===== config.mk =====
export PLATFORM = sky130hd
export DESIGN_NAME = apb_slave_regbank
export DESIGN_NICKNAME = d
export VERILOG_FILES = /design/src/rtl/apb_slave_regbank.sv
export SDC_FILE = /design/constraint.sdc
export NUM_CORES = 1
export LEC_CHECK = 0
export ABC_CLOCK_PERIOD_IN_PS = 16200
export BUFFER_PORTS_ARGS = -buffer_cell sky130_fd_sc_hd__buf_2
export CAP_MARGIN = 15
export CORE_ASPECT_RATIO = 0.6
export CORE_MARGIN = 2
export CORE_UTILIZATION = 40
export DETAILED_ROUTE_END_ITERATION = 12
export HOLD_SLACK_MARGIN = 0.08
export PLACE_DENSITY = 0.76
export SYNTH_ARGS = -nofsm -noshare
export SYNTH_HDL_FRONTEND = slang
export SYNTH_SLANG_ARGS = --single-unit

===== constraint.sdc =====
create_clock -name clk -period 16.2 [get_ports clk]
set_clock_uncertainty 0.1 [all_clocks]
set_input_delay 0.81 -clock clk [delete_from_list [all_inputs] [get_ports clk]]
set_output_delay 0.81 -clock clk [all_outputs]
set_load 0.02 [all_outputs]

===== src/rtl/apb_slave_regbank.sv =====
// APB completer: byte-strobed register bank with a fixed wait-state count and error response.
// Optional build macro APB_SLAVE_PROT_CHECK_EN makes the upper half of the bank privileged-only.
module apb_slave_regbank #(
    parameter int ADDR_WIDTH  = 16,
    parameter int DATA_WIDTH  = 32,
    parameter int NUM_REGS    = 16,
    parameter int WAIT_STATES = 0
) (
    input  logic                           clk,
    input  logic                           reset,
    input  logic [ADDR_WIDTH-1:0]          paddr,
    input  logic                           pprot,
    input  logic                           psel,
    input  logic                           penable,
    input  logic                           pwrite,
    input  logic [DATA_WIDTH-1:0]          pwdata,
    input  logic [DATA_WIDTH/8-1:0]        pstrb,
    output logic                           pready,
    output logic [DATA_WIDTH-1:0]          prdata,
    output logic                           pslverr,
    output logic [NUM_REGS*DATA_WIDTH-1:0] reg_out
);

    localparam int STRB_W = DATA_WIDTH / 8;
    localparam int LB     = $clog2(STRB_W);
    localparam int IDX_W  = $clog2(NUM_REGS);
    localparam logic [3:0] WAIT_INIT = 4'(WAIT_STATES);
    localparam logic [ADDR_WIDTH-1:0] LANE_MASK = ADDR_WIDTH'((1 << LB) - 1);

    typedef enum logic [1:0] {
        ST_IDLE = 2'd0,
        ST_WAIT = 2'd1,
        ST_DONE = 2'd2
    } state_t;

    state_t                  state_r;
    state_t                  next_state_s;
    logic [3:0]              cnt_r;
    logic [ADDR_WIDTH-1:0]   addr_r;
    logic                    write_r;
    logic [DATA_WIDTH-1:0]   wdata_r;
    logic [STRB_W-1:0]       strb_r;
    logic                    prot_r;
    logic [DATA_WIDTH-1:0]   regs_r [NUM_REGS];

    logic                    pready_r;
    logic [DATA_WIDTH-1:0]   prdata_r;
    logic                    pslverr_r;

    logic                    setup_s;
    logic                    access_s;
    logic [ADDR_WIDTH-1:0]   addr_s;
    logic                    write_s;
    logic                    prot_s;
    logic [IDX_W-1:0]        idx_s;
    logic                    misalign_s;
    logic                    range_s;
    logic                    prot_err_s;
    logic                    err_s;
    logic                    do_write_s;

    assign setup_s  = psel & ~penable;
    assign access_s = psel & penable;

    // In IDLE the transfer attributes come straight off the bus so a zero-wait
    // transfer can present its response on the first access cycle.
    assign addr_s  = (state_r == ST_IDLE) ? paddr  : addr_r;
    assign write_s = (state_r == ST_IDLE) ? pwrite : write_r;
    assign prot_s  = (state_r == ST_IDLE) ? pprot  : prot_r;

    assign idx_s      = addr_s[LB +: IDX_W];
    assign misalign_s = ((addr_s & LANE_MASK) != '0);
    assign range_s    = ((addr_s >> (LB + IDX_W)) != '0);
`ifdef APB_SLAVE_PROT_CHECK_EN
    assign prot_err_s = ~prot_s & idx_s[IDX_W-1];
`else
    // pprot is captured but carries no access rule in this build
    assign prot_err_s = 1'b0 & ~prot_s;
`endif
    assign err_s      = misalign_s | range_s | prot_err_s;
    assign do_write_s = (state_r == ST_DONE) & access_s & write_r & ~err_s;

    // Next-state logic; dropping psel aborts from any state.
    always_comb begin
        next_state_s = state_r;
        case (state_r)
            ST_IDLE: begin
                if (setup_s) begin
                    next_state_s = (WAIT_INIT != 4'd0) ? ST_WAIT : ST_DONE;
                end else begin
                    next_state_s = ST_IDLE;
                end
            end
            ST_WAIT: begin
                if (!psel) begin
                    next_state_s = ST_IDLE;
                end else if (penable && (cnt_r == 4'd1)) begin
                    next_state_s = ST_DONE;
                end else begin
                    next_state_s = ST_WAIT;
                end
            end
            ST_DONE: begin
                if (!psel || penable) begin
                    next_state_s = ST_IDLE;
                end else begin
                    next_state_s = ST_DONE;
                end
            end
            default: next_state_s = ST_IDLE;
        endcase
    end

    // State register, wait counter and captured setup-phase attributes.
    always_ff @(posedge clk or posedge reset) begin
        if (reset) begin
            state_r <= ST_IDLE;
            cnt_r   <= 4'd0;
            addr_r  <= '0;
            write_r <= 1'b0;
            wdata_r <= '0;
            strb_r  <= '0;
            prot_r  <= 1'b0;
        end else begin
            state_r <= next_state_s;
            if ((state_r == ST_IDLE) && setup_s) begin
                cnt_r   <= WAIT_INIT;
                addr_r  <= paddr;
                write_r <= pwrite;
                wdata_r <= pwdata;
                strb_r  <= pstrb;
                prot_r  <= pprot;
            end else if ((state_r == ST_WAIT) && access_s) begin
                cnt_r <= cnt_r - 4'd1;
            end
        end
    end

    // Registered response, aligned with entry into DONE.
    always_ff @(posedge clk or posedge reset) begin
        if (reset) begin
            pready_r  <= 1'b0;
            prdata_r  <= '0;
            pslverr_r <= 1'b0;
        end else begin
            pready_r  <= (next_state_s == ST_DONE);
            pslverr_r <= (next_state_s == ST_DONE) & err_s;
            if ((next_state_s == ST_DONE) && !write_s && !err_s) begin
                prdata_r <= regs_r[idx_s];
            end else begin
                prdata_r <= '0;
            end
        end
    end

    // Register bank with per-lane write enables.
    always_ff @(posedge clk or posedge reset) begin
        if (reset) begin
            for (int i = 0; i < NUM_REGS; i++) begin
                regs_r[i] <= '0;
            end
        end else if (do_write_s) begin
            for (int b = 0; b < STRB_W; b++) begin
                if (strb_r[b]) begin
                    regs_r[idx_s][b*8 +: 8] <= wdata_r[b*8 +: 8];
                end
            end
        end
    end

    assign pready  = pready_r;
    assign prdata  = prdata_r;
    assign pslverr = pslverr_r;

    for (genvar g = 0; g < NUM_REGS; g++) begin : g_reg_out
        assign reg_out[g*DATA_WIDTH +: DATA_WIDTH] = regs_r[g];
    end

endmodule


Word level (Yosys, flattened, before mapping) --
Cells that the tools add are included.
Word-level totals: register bits 605, input port bits 58, logic and storage cells 88
Cells by class: add/subtract/negate cells 1, magnitude comparators 2, equality and inequality tests 4, mux-type cells 32, bitwise gates (word level) 10, reductions and logical operators 14
Operators with widths (number):
- $mux W512 | 7
- $bwmux W512 | 4
- $demux W32 S4 | 4
- $bmux W32 S4 | 1
- $mux W32 | 4
- $mux W16 | 2
- $reduce_bool A16 Y1 | 2
- $mux W24 | 1
- $mux W2 | 4
- $mux W4 | 2
- $mux W8 | 1
- $and A1 B1 Y1 | 6
- $logic_and A1 B1 Y1 | 6
- $pmux W2 S3 | 1
- $ge A5 B5 Y1 const B | 1
- $lt A5 B1 Y1 const B | 1
- $not A4 Y5 | 1
- $eq A2 B2 Y1 const B | 2
- $eq A4 B1 Y1 const B | 1
- $sub A4 B1 Y4 const B | 1
- $logic_not A1 Y1 | 3
- $eq A2 B1 Y1 const B | 1
- $logic_not A2 Y1 | 1
- $not A1 Y1 | 2
- other kinds (4) | 4

Depth between registers and ports, before layout --
depth after elaboration 18, mapped depth 11, gate-level depth less buffers 8

Worst setup path before layout --
Ideal clock, no wire load.
kind input to register, start point input port paddr[7], end point register regs_r (netlist bit reg_out[376]), library setup time 125 ps, data arrival time 2595 ps, data required time 15975 ps, slack 13381 ps, stages 7, buffers on the path 1, cell sequence nor4_1 nand3_1 mux2i_4 nand3_2 buf_8 nor2_8 mux2_2
On the way: cells in the longest elaborated chain, start to end 5
Ends and longest elaborated chain:
- start, declared | line 11 | input logic [ADDR_WIDTH-1:0] paddr,
- $mux W16 | line 67 | assign addr_s = (state_r == ST_IDLE) ? paddr : addr_r;
- $reduce_bool A16 Y1 | line 73 | assign range_s = ((addr_s >> (LB + IDX_W)) != '0);
- $or A1 B1 Y1 | line 80 | assign err_s = misalign_s | range_s | prot_err_s;
- $not A1 Y1 | line 81 | assign do_write_s = (state_r == ST_DONE) & access_s & write_r & ~err_s;
- $and A1 B1 Y1 | line 81
- end signal, assigned by index | line 165 | regs_r[idx_s][b*8 +: 8] <= wdata_r[b*8 +: 8];
- end, declared | line 44 | logic [DATA_WIDTH-1:0] regs_r [NUM_REGS];
No other way between the ends. A chain may end at the register's enable or synchronous reset.

Worst setup path in the final report --
start point register state_r[0], end point register prdata_r[21] (netlist: prdata[21])
On the way: cells in the longest elaborated chain, start to end 7
Ends and longest elaborated chain:
- start, declared | line 36 | state_t state_r;
- start signal, assigned | line 125 | state_r <= next_state_s;
- $logic_not A2 Y1 | line 67, 68, 86
- $mux W16 | line 67
- $not A4 Y5 (implied by the code), or another cell as far along | line 149 | prdata_r <= regs_r[idx_s];
- $bmux W32 S4 / $or A1 B1 Y1 (equally long branches) | line 149, 80
- $mux W32 (implied by the code) / $logic_not A1 Y1 (equally long branches) | line 149, 148
- $mux W32 (implied by the code) / $logic_and A1 B1 Y1 (equally long branches) | line 149, 148
- $mux W32 * | line 148 | if ((next_state_s == ST_DONE) && !write_s && !err_s) begin
- end signal, assigned | line 149
- end, declared | line 47 | logic [DATA_WIDTH-1:0] prdata_r;
Mark *: on every way between the ends. The rest lies on a longest branch, timed or not. The select of a mux whose other input is x is not followed.

==> summary by stage <==
CTS
The clock tree from TritonCTS is done. The number of buffers added for setup after CTS is 0. The register clock-pin slew on the reported worst setup and hold paths is 0.07 ns. The tree is rooted in a sky130_fd_sc_hd__clkbuf_16. For this design, the CTS-stage hold fixing added 0 buffers.

The H-tree depth is 2. In this run, post-CTS repair resized a total of 0 instances. Clock tree synthesis found a total of 605 sinks.

The longest clock path from root to sink contains 3 buffers. The clock network latency to the later pin of the worst-skew pair is 0.62 ns. The TritonCTS buffer count is 57.

Routing
The post-route antenna net violation count is 0. The number of search-and-repair iterations in the first detailed-routing pass is 5. The via density per instance is 5.982. In the routed design, unresolved DRC markers number 0. The number of design-rule violations left by the first detailed-router iteration is 1897. The sum of routed wire length over all layers is 92980 µm. After detailed routing, the average wire length per cell comes to 27.61 µm.

Summing over every cut layer, the via total after detailed routing is 20150.

Synth
The mapped netlist covers 26060 µm². Of the synthesized area, sequential elements account for 0.5810. The count of synthesis-stage warnings from yosys is 0. In this run, synthesis produced a sequential element count of 605. Among all flip-flop cells after synthesis, the most frequent one is sky130_fd_sc_hd__dfrtp_1.

The synthesized instance count is 1899. In this run, synthesis inferred 0 flip-flops with an integrated enable. The average cell area after synthesis is 13.72 µm².

When the netlist entered floorplanning its net count stood at 1959. In the synthesized netlist the async set-or-reset flop fraction comes to 1.000. The unique cell type count in the Yosys netlist is 46.

Timing
The minimum clock period after layout is 4.310 ns. The remaining max-slew budget at the tightest pin is 0.2885. The max-slew violation count was 0. Based on the critical path, the design can be clocked at up to 232.0 MHz.

The measured slew at the worst slew-check pin is 1.067 ns. The share of the clock period used by the worst path after layout is 0.2660. In the final timing run, aggregate negative setup slack is 0 ns.

Setup violations remaining at the end of the flow were counted as 0. Setup repair after global routing left no endpoint under its margin. The count of final hold-check violations is 0.

Floorplan
The initialized floorplan defines 72 standard-cell rows. The width of the die is 333.5 µm. The initial core utilization is 0.4045.

For this design the top-level I/O count stands at 604. The floorplan step defined a die boundary enclosing 67270 µm². The die is 201.7 µm tall.

After floorplanning, the core was sized to cover 64410 µm².

Finish
The most frequent standard cell in the layout excluding fill and tap cells is sky130_fd_sc_hd__dfrtp_1. The post-synthesis to final-layout area growth is 22.34%. The post-route core utilization is 0.4949. The number of nets in the layout is 2526. The fraction of layout cells with a size suffix above 1 is 0.5408.

In the layout the commonest cells are sky130_fd_sc_hd__dfrtp_1 (605), sky130_fd_sc_hd__buf_2 (602), sky130_fd_sc_hd__mux2_2 (547).

Global routing
The aggregate global-route resource usage is 0.2695. The wire length of the first global-routing pass is 136500 µm. The number of global-route vias before repair is 20500. The number of antenna violations at the first check in global routing is 3. Entering global routing, the biggest net connects 188 pins.

Global routing finished with a remaining overflow of 0.

Outcome
The flow ran to the end, and the final reports show no timing, DRC or antenna violations.

Placed design
In this run the tool buffered the top-level ports with 602 buffer cells. The final weighted congestion in routability-driven placement is 0.9514. After legalization and detailed placement, the total HPWL measured 63280 µm.

Setup path
The critical path's largest stage delay is 0.77 ns. Traced cell by cell, the critical path runs through nor2_1 -> buf_4 -> o31a_2 -> buf_4 -> o22ai_1 -> o21ai_0 -> nand4_1 -> nor2_1. The maximum fanout along the worst path is 44. The critical path arrival is 4.74 ns.

Broken down by cell family, the worst path's largest delay share belongs to compound AO/OA/AOI/OAI gates. The worst setup path is captured at a register. The largest individual stage delay along the critical path comes from the cell sky130_fd_sc_hd__o31a_2. Counting both buffers and inverters, the worst setup path holds a total of 2. The worst setup path category is register to register. For the worst setup path, the data required time is 16.63 ns. STA classifies the critical path startpoint as a register.

Job
The number of violations of the max-capacitance limit is 0.

Pwr
The worst-case IR drop observed on VDD is 0.09557 mV. The power per standard cell area is 103.2 nW/µm². The analysis attributes to cell leakage a power of 17.24 nW.

Min path
The tightest min-delay check is of the input port to asynchronous set/reset pin type.
[stage by stage]
stage                     cells  hold slack [ns]  setup WS, ns  cell area (µm²)  power (mW)
final                      3368           0.1974         11.89            31880       3.289
after global routing       3367           0.2159         11.68            31880       3.395
after CTS                  3365           0.1657         11.68            31870       3.306
after detailed placement   3257           0.4004         11.71            29890       1.896
after global placement     3257           0.3896         11.82            29890       1.881
after floorplan            1899           0.3811         7.037            26060       1.786
[final timing paths]
check                           startpoint      endpoint  slack (ns)  cells after the start
min in group clk                pwdata[29]   wdata_r[29]        0.32                      2
worst min-delay path                 reset    prdata[22]        0.20                      2
worst max register to register  state_r[0]    prdata[21]       11.89                      8
worst max-delay path            state_r[0]    prdata[21]       11.89                      8
worst min register to register   addr_r[0]     addr_r[0]        0.42                      1
max in group asynchronous            reset  reg_out[194]       12.49                      5
[cell usage after synthesis (3+ instances only)]
master | n | area share
sky130_fd_sc_hd__a22o_1 | 4 | 0.0013
sky130_fd_sc_hd__a22oi_1 | 10 | 0.0029
sky130_fd_sc_hd__buf_1 | 51 | 0.0073
sky130_fd_sc_hd__buf_2 | 5 | 0.00096
sky130_fd_sc_hd__buf_4 | 3 | 0.00086
sky130_fd_sc_hd__clkbuf_1 | 56 | 0.0081
sky130_fd_sc_hd__dfrtp_1 | 605 | 0.58
sky130_fd_sc_hd__inv_1 | 3 | 0.00043
sky130_fd_sc_hd__mux2_1 | 18 | 0.0078
sky130_fd_sc_hd__mux2_2 | 547 | 0.24
sky130_fd_sc_hd__mux2i_1 | 3 | 0.0012
sky130_fd_sc_hd__nand2_1 | 28 | 0.0040
sky130_fd_sc_hd__nand2_4 | 3 | 0.0013
sky130_fd_sc_hd__nand2b_1 | 3 | 0.00072
sky130_fd_sc_hd__nand3_1 | 7 | 0.0013
sky130_fd_sc_hd__nand3_2 | 4 | 0.0015
sky130_fd_sc_hd__nand3b_1 | 4 | 0.0012
sky130_fd_sc_hd__nand4_1 | 31 | 0.0074
sky130_fd_sc_hd__nor2_1 | 35 | 0.0050
sky130_fd_sc_hd__nor2_2 | 16 | 0.0038
sky130_fd_sc_hd__nor2_4 | 28 | 0.012
sky130_fd_sc_hd__nor2_8 | 20 | 0.015
sky130_fd_sc_hd__nor2b_1 | 4 | 0.00096
sky130_fd_sc_hd__nor3_1 | 3 | 0.00058
sky130_fd_sc_hd__nor4_1 | 6 | 0.0014
sky130_fd_sc_hd__o21a_1 | 3 | 0.00086
sky130_fd_sc_hd__o21ai_0 | 124 | 0.024
sky130_fd_sc_hd__o21ai_2 | 3 | 0.0010
sky130_fd_sc_hd__o22ai_1 | 249 | 0.060
[layer usage]
| metal | vias up | GRT usage | routed length, µm |
|---|---|---|---|
| li1 | 8290 | - | - |
| met1 | 10400 | 0.3656 | 37810 |
| met2 | 1242 | 0.4131 | 42030 |
| met3 | 220 | 0.08153 | 10330 |
| met4 | 0 | 0.08872 | 2806 |
| met5 | - | 0 | 0 |
[sequential cells by signal, summed over array words and instances, names as in the netlist]
| signal | cells |
|---|---|
| reg_out | 512 |
| strb_r | 4 |
| state_r | 2 |
| prdata | 32 |
| addr_r | 16 |
| pslverr | 1 |
| write_r | 1 |
| wdata_r | 32 |
| pready | 1 |
| cnt_r | 4 |
[cell type report]
| type | instances | area, µm² |
|---|---|---|
| tap | 851 | 1065 |
| clock buffer | 85 | 1734 |
| multi-input combinational | 1172 | 10450 |
| timing repair buffer | 627 | 3226 |
| sequential | 605 | 15140 |
| inverter | 3 | 15.01 |
| fill | 5509 | 32530 |
| clock inverter | 23 | 242.7 |
| antenna | 2 | 5.005 |
[kinds of logic (layout without fill, tap and decap cells)]
logic type | count (synthesis) | after routing | synth area share
DFF | 605 | 605 | 0.5810
adders and majority gates | 2 | 2 | 0.0009602
muxes | 569 | 569 | 0.2462
AOI/OAI and AO/OA | 400 | 400 | 0.09253
other | 0 | 2 | 0
buffers and inverters | 122 | 738 | 0.01969
and+or+nand+nor | 201 | 201 | 0.05959
[power breakdown]
part           internal, mW  total, mW  switching [mW]
logic                0.0867      0.261           0.175
registers              1.53       1.61          0.0811
clock network         0.808       1.41           0.605
Note: power is estimated with default switching activity, not from simulation.
